## config.mk

```make
export PLATFORM = sky130hd
export DESIGN_NAME = instrmem_loader
export DESIGN_NICKNAME = d
export VERILOG_FILES = /design/src/rtl/instrmem_loader_pkg.sv /design/src/rtl/instrmem_loader_byte_assembler.sv /design/src/rtl/instrmem_loader.sv
export SDC_FILE = /design/constraint.sdc
export NUM_CORES = 1
export LEC_CHECK = 0
export CORE_UTILIZATION = 47
export DETAILED_ROUTE_END_ITERATION = 8
export PLACE_DENSITY = 0.86
export SLEW_MARGIN = 25
export SYNTH_ARGS = -nofsm -noshare
export SYNTH_HDL_FRONTEND = slang
export SYNTH_SLANG_ARGS = --single-unit
```

## constraint.sdc

```tcl
create_clock -name i_clock -period 2.05 [get_ports i_clock]
set_input_delay 0.3075 -clock i_clock [delete_from_list [all_inputs] [get_ports i_clock]]
set_output_delay 0.3075 -clock i_clock [all_outputs]
set_load 0.005 [all_outputs]
```

## src/rtl/instrmem_loader_pkg.sv

```systemverilog
// Shared constants for the instruction-memory loader: FSM encodings,
// the default end-of-program marker and the full-word write enable.
package loader_pkg;

    localparam logic [2:0] ST_IDLE  = 3'd0;
    localparam logic [2:0] ST_RECV  = 3'd1;
    localparam logic [2:0] ST_WRITE = 3'd2;
    localparam logic [2:0] ST_DONE  = 3'd3;
    localparam logic [2:0] ST_ERROR = 3'd4;

    localparam logic [31:0] HALT_WORD_DEFAULT = 32'hFFFF_FFFF;
    localparam logic [3:0]  WE_ALL            = 4'b1111;

endpackage

```

## src/rtl/instrmem_loader_byte_assembler.sv

```systemverilog
// Big-endian byte-to-word assembler: shifts received bytes in and flags the
// completed word in the same cycle as its last byte is accepted.
module byte_assembler #(
    parameter int NB_BYTE = 8,
    parameter int NB_WORD = 32
) (
    input  logic               i_clock,
    input  logic               i_reset,
    input  logic               i_clear,
    input  logic               i_byte_valid,
    input  logic [NB_BYTE-1:0] i_byte_data,
    output logic               o_word_valid,
    output logic [NB_WORD-1:0] o_word
);

    // Only the first three bytes need storing; the fourth arrives with word_valid.
    logic [NB_WORD-NB_BYTE-1:0] shift_reg;
    logic [1:0]                 byte_cnt;

    always_ff @(posedge i_clock or negedge i_reset) begin
        if (!i_reset) begin
            shift_reg <= '0;
            byte_cnt  <= 2'd0;
        end else if (i_clear) begin
            shift_reg <= '0;
            byte_cnt  <= 2'd0;
        end else if (i_byte_valid) begin
            shift_reg <= {shift_reg[NB_WORD-2*NB_BYTE-1:0], i_byte_data};
            byte_cnt  <= byte_cnt + 2'd1;
        end
    end

    assign o_word_valid = i_byte_valid && !i_clear && (byte_cnt == 2'd3);
    assign o_word       = {shift_reg, i_byte_data};

endmodule

```

## src/rtl/instrmem_loader.sv

```systemverilog
// Loads a program received byte-by-byte into instruction memory, one word per
// write, and releases the CPU (o_done) once the HALT word has been stored.
module instrmem_loader
    import loader_pkg::*;
#(
    parameter int                 NB_INSTR  = 32,
    parameter int                 NB_BYTE   = 8,
    parameter int                 NB_ADDR   = 16,
    parameter int                 N_WORDS   = 2048,
    parameter logic [NB_INSTR-1:0] HALT_WORD = HALT_WORD_DEFAULT
) (
    input  logic                i_clock,
    input  logic                i_reset,
    input  logic                i_start,
    input  logic [NB_BYTE-1:0]  i_rx_data,
    input  logic                i_rx_valid,
    output logic [NB_ADDR-1:0]  o_instrmem_addr,
    output logic [NB_INSTR-1:0] o_instrmem_data,
    output logic [3:0]          o_instrmem_we,
    output logic                o_busy,
    output logic                o_done,
    output logic                o_error,
    output logic [NB_ADDR-1:0]  o_word_count
);

    localparam logic [NB_ADDR-1:0] LAST_ADDR = NB_ADDR'(N_WORDS - 1);

    logic [2:0]          state;
    logic                busy_state;
    logic                accept_byte;
    logic                clear_asm;
    logic                word_valid;
    logic [NB_INSTR-1:0] word;

    assign busy_state  = (state == ST_RECV) || (state == ST_WRITE);
    // A start pulse wins over a coincident byte, and idle states hold the assembler empty.
    assign accept_byte = i_rx_valid && busy_state && !i_start;
    assign clear_asm   = i_start || !busy_state;

    byte_assembler #(
        .NB_BYTE (NB_BYTE),
        .NB_WORD (NB_INSTR)
    ) u_byte_assembler (
        .i_clock      (i_clock),
        .i_reset      (i_reset),
        .i_clear      (clear_asm),
        .i_byte_valid (accept_byte),
        .i_byte_data  (i_rx_data),
        .o_word_valid (word_valid),
        .o_word       (word)
    );

    always_ff @(posedge i_clock or negedge i_reset) begin
        if (!i_reset) begin
            state           <= ST_IDLE;
            o_instrmem_addr <= '0;
            o_instrmem_data <= '0;
            o_word_count    <= '0;
        end else begin
            case (state)
                ST_IDLE, ST_DONE, ST_ERROR: begin
                    if (i_start) begin
                        state           <= ST_RECV;
                        o_instrmem_addr <= '0;
                        o_word_count    <= '0;
                    end
                end
                ST_RECV: begin
                    if (i_start) begin
                        o_instrmem_addr <= '0;
                        o_word_count    <= '0;
                    end else if (word_valid) begin
                        o_instrmem_data <= word;
                        state           <= ST_WRITE;
                    end
                end
                ST_WRITE: begin
                    // The write strobe is already out this cycle; a restart only redirects what follows.
                    if (i_start) begin
                        state           <= ST_RECV;
                        o_instrmem_addr <= '0;
                        o_word_count    <= '0;
                    end else begin
                        o_word_count <= o_word_count + NB_ADDR'(1);
                        if (o_instrmem_data == HALT_WORD) begin
                            state <= ST_DONE;
                        end else if (o_instrmem_addr == LAST_ADDR) begin
                            state <= ST_ERROR;
                        end else begin
                            o_instrmem_addr <= o_instrmem_addr + NB_ADDR'(1);
                            state           <= ST_RECV;
                        end
                    end
                end
                default: state <= ST_IDLE;
            endcase
        end
    end

    assign o_instrmem_we = (state == ST_WRITE) ? WE_ALL : 4'b0000;
    assign o_busy        = busy_state;
    assign o_done        = (state == ST_DONE);
    assign o_error       = (state == ST_ERROR);

endmodule

```

==> results.yml <==
floorplanning:
  die_y_um: 99.6
  start_util_pct: 48.4
  pin_count: 83
  die_x_um: 99.6
  die-area_um2: 9910
  num_rows: 35
  core_um2: 9240
timing:
  slew_headroom_pct: 69.2
  fin_crit_sh_pct: 104
  rsz0062_at_grt: "yes"
  finalHoldViolations: 0
  fmax_mhz: 470
  worst_slew_pin_slew_ns: 0.462
  finClkSkew_ns: 0.0148
  slew_violations: 0
  whs_ns: 0.400
  period_needed_ns: 2.13
  final-setup-viol-count: 32
  fin_ws_ns: -0.0755
place:
  dp_hpwl_mm: 7.37
  place.gp.congestion: 0.880
  place_area_um2: 5630
  port_buffers: 82
worst_setup_path:
  cpPeakStageDelay_ns: 0.59
  crit_type: "flip-flop to flip-flop"
  crit_fanout: 8
  arrival_ns: 2.38
  path_cells: "xnor2_1 > or3_4 > or4b_4 > clkbuf_16 > mux2_4"
  cp_slowest_cell: "or4b_4"
  required_ns: 2.31
  cp_top_family: "simple AND/OR/NAND/NOR gates"
  cp.buffers_inverters: 1
  crit_path_end_kind: "flip-flop"
  start_kind: "flip-flop"
detailed_routing:
  ant_nets: 0
  vias: 3555
  drc: 0
  routed_wl_mm: 10.9
  drt-pass1-iter-count: 5
  drt_iter0_drc: 193
  avgViaCountPerCell: 5.63
  post_drt_wl_per_cell_um: 17.2
run_status:
  status: "finished, violations left"
  violations: "negative setup slack"
clock_network:
  cts_tree: "yes"
  insertion_delay_ns: 0.37
  clk_pin_slew_worst_paths_ns: 0.11
  cts_sinks: 93
  numCtsBuffers: 9
  ctsRootBufferMaster: "clkbuf_8"
  clk_path_buf_depth: 2
  cts_max_level: 3
finish:
  area_growth_pct: 33.7
  stdcell_area_um2: 5980
  antenna_cells: 0
  largest_reg_flops: 32
  layout-drive-gt1-share_pct: 20.1
  fin_nets: 512
logic_synthesis:
  async_reset_ff_share_pct: 100
  ys.flop_type: "dfrtp_1"
  syn_area_per_cell_um2: 11.5
  seq_area_frac_synth_pct: 52.0
  ys_seq_elements: 93
  synth_edf_count: 0
  synth.net_count: 404
  synth.top_cell.area_share_pct: 52.0
  synth_top_area_cell: "dfrtp_1"
  synthTopCellsByArea: "dfrtp_1 (52%), mux2_4 (10%), mux2i_1 (6.0%), nor2_1 (3.6%), or4_1 (2.3%)"
  ys_types: 46
  syn_inst: 389
  yosysWarnings: 0
  syn-cell-area_um2: 4470
global_routing:
  grt_pass1_vias: 3382
  grt_usage_pct: 21.8
  grt_max_degree: 36
  antenna_found_initial: 0
  grt_pass1_wl_mm: 16.9
  overflow: 0
min_path:
  holdCritPathClass: "input pin to asynchronous set/reset pin"
job:
  maxCapViolations: 0
power_and_ir_drop:
  power_density_nw_per_um2: 614
  p_leak_nw: 2.75
  peakVddDrop_mv: 0.453
[metrics by stage]
stage	setup WS, ns	util, %	setup TNS [ns]	power (mW)	cells
after detailed placement	-0.322	60.9	-14.10	2.38	610
after floorplan	-0.203	-	-6.13	2.16	389
after CTS	-0.0728	63.5	-1.89	3.69	627
after global placement	-0.287	60.9	-12.65	2.37	610
after global routing	-0.107	64.7	-2.82	3.80	631
final	-0.0755	64.7	-1.76	3.67	631
[placed cells by master, fill, tap and decap left out, types with 4 or more instances in the layout]
master           Yosys  layout
a21oi_1             18      16
and3_1               5       5
buf_4                4      35
clkbuf_8             0       9
clkdlybuf4s50_1      0      76
dfrtp_1             93      93
dlygate4sd2_1        0       4
mux2_4              30      30
mux2i_1             27      27
nand2_1             14      14
nand2b_1             7       6
nand3_1             12      12
nand4_1             16      16
nor2_1              43      42
o211ai_1             6       6
o21ai_0             10      10
o31ai_1             12      12
or4_1               14      13
xor2_1               8       8
[layout make-up]
cell class / count / area (um^2)
well taps: 129 / 161
inverters: 3 / 11.3
multi-input cells: 266 / 2030
flip-flops and latches: 93 / 2330
clock inverters: 7 / 91.3
repair buffers: 124 / 1230
clock buffers: 9 / 124
fillers: 674 / 3260
[worst reg2reg max path, delay by kind of cell (launching register included)]
family | cells | cell delay [ns]
XOR/XNOR | 1 | 0.15
buffers and inverters | 1 | 0.22
flip-flops | 1 | 0.41
multiplexers | 1 | 0.30
AND/OR/NAND/NOR | 2 | 0.94
[cells by family after synthesis]
group	after synthesis	share of synthesized area [%]
AO/OA/AOI/OAI	57	8.20
XOR/XNOR	11	2.15
adder cells (fa/ha/maj)	3	0.839
buffers and inverters	30	3.75
flip-flops	93	52.0
multiplexers	59	16.6
AND/OR/NAND/NOR	136	16.4
[worst paths after layout]
path	cells after the start	start	slack, ns	endpoint
max	5	state[0]	-0.08	o_instrmem_data[18]
min	2	i_reset	0.40	o_instrmem_addr[5]
max reg2reg	5	state[0]	-0.08	o_instrmem_data[18]
min reg2reg	1	u_byte_assembler.shift_reg[16]	0.52	o_instrmem_data[24]
max in group asynchronous	3	i_reset	1.08	u_byte_assembler.shift_reg[21]
min in group i_clock	1	u_byte_assembler.shift_reg[16]	0.52	o_instrmem_data[24]
[layer usage]
metal	track usage, %	wire [um]	share of wire [%]	up-vias
met5	0	0	0	-
met4	5.66	109	1.0	0
met2	36.5	5420	50	143
li1	-	-	-	1646
met3	3.87	593	5.5	13
met1	29.2	4740	44	1753
[report_power, final]
group | switching (mW) | internal (mW)
clock | 0.724 | 0.593
sequential | 0.0643 | 1.90
combinational | 0.163 | 0.222
[synth_stat cells, types with 2 or more instances]
master,instances
nor2b_1,2
inv_1,3
o211ai_1,6
buf_2,2
nor2_1,43
nand4_1,16
clkbuf_1,13
and3_1,5
ha_1,3
or4_1,14
o31ai_1,12
a21oi_1,18
or3_1,4
nor3_1,3
buf_6,5
mux2_4,30
nand2_1,14
mux2i_1,27
and4_1,2
nand3_1,12
nor4_1,4
and2_1,3
nand2b_1,7
buf_4,4
o21ai_0,10
dfrtp_1,93
o2111ai_1,2
o41ai_1,2
xor2_1,8
buf_1,3
xnor2_1,3
mux2_2,2
[what timing repair did]
action,4_1_cts,5_1_grt
setup endpoints to repair,37,38
hold buffers,1,0
setup buffers,0,1
cloned,0,3
hold endpoints to repair,26,0
resized for setup,9,8
pin swaps,1,3
Power figures use the tool's default switching activity.
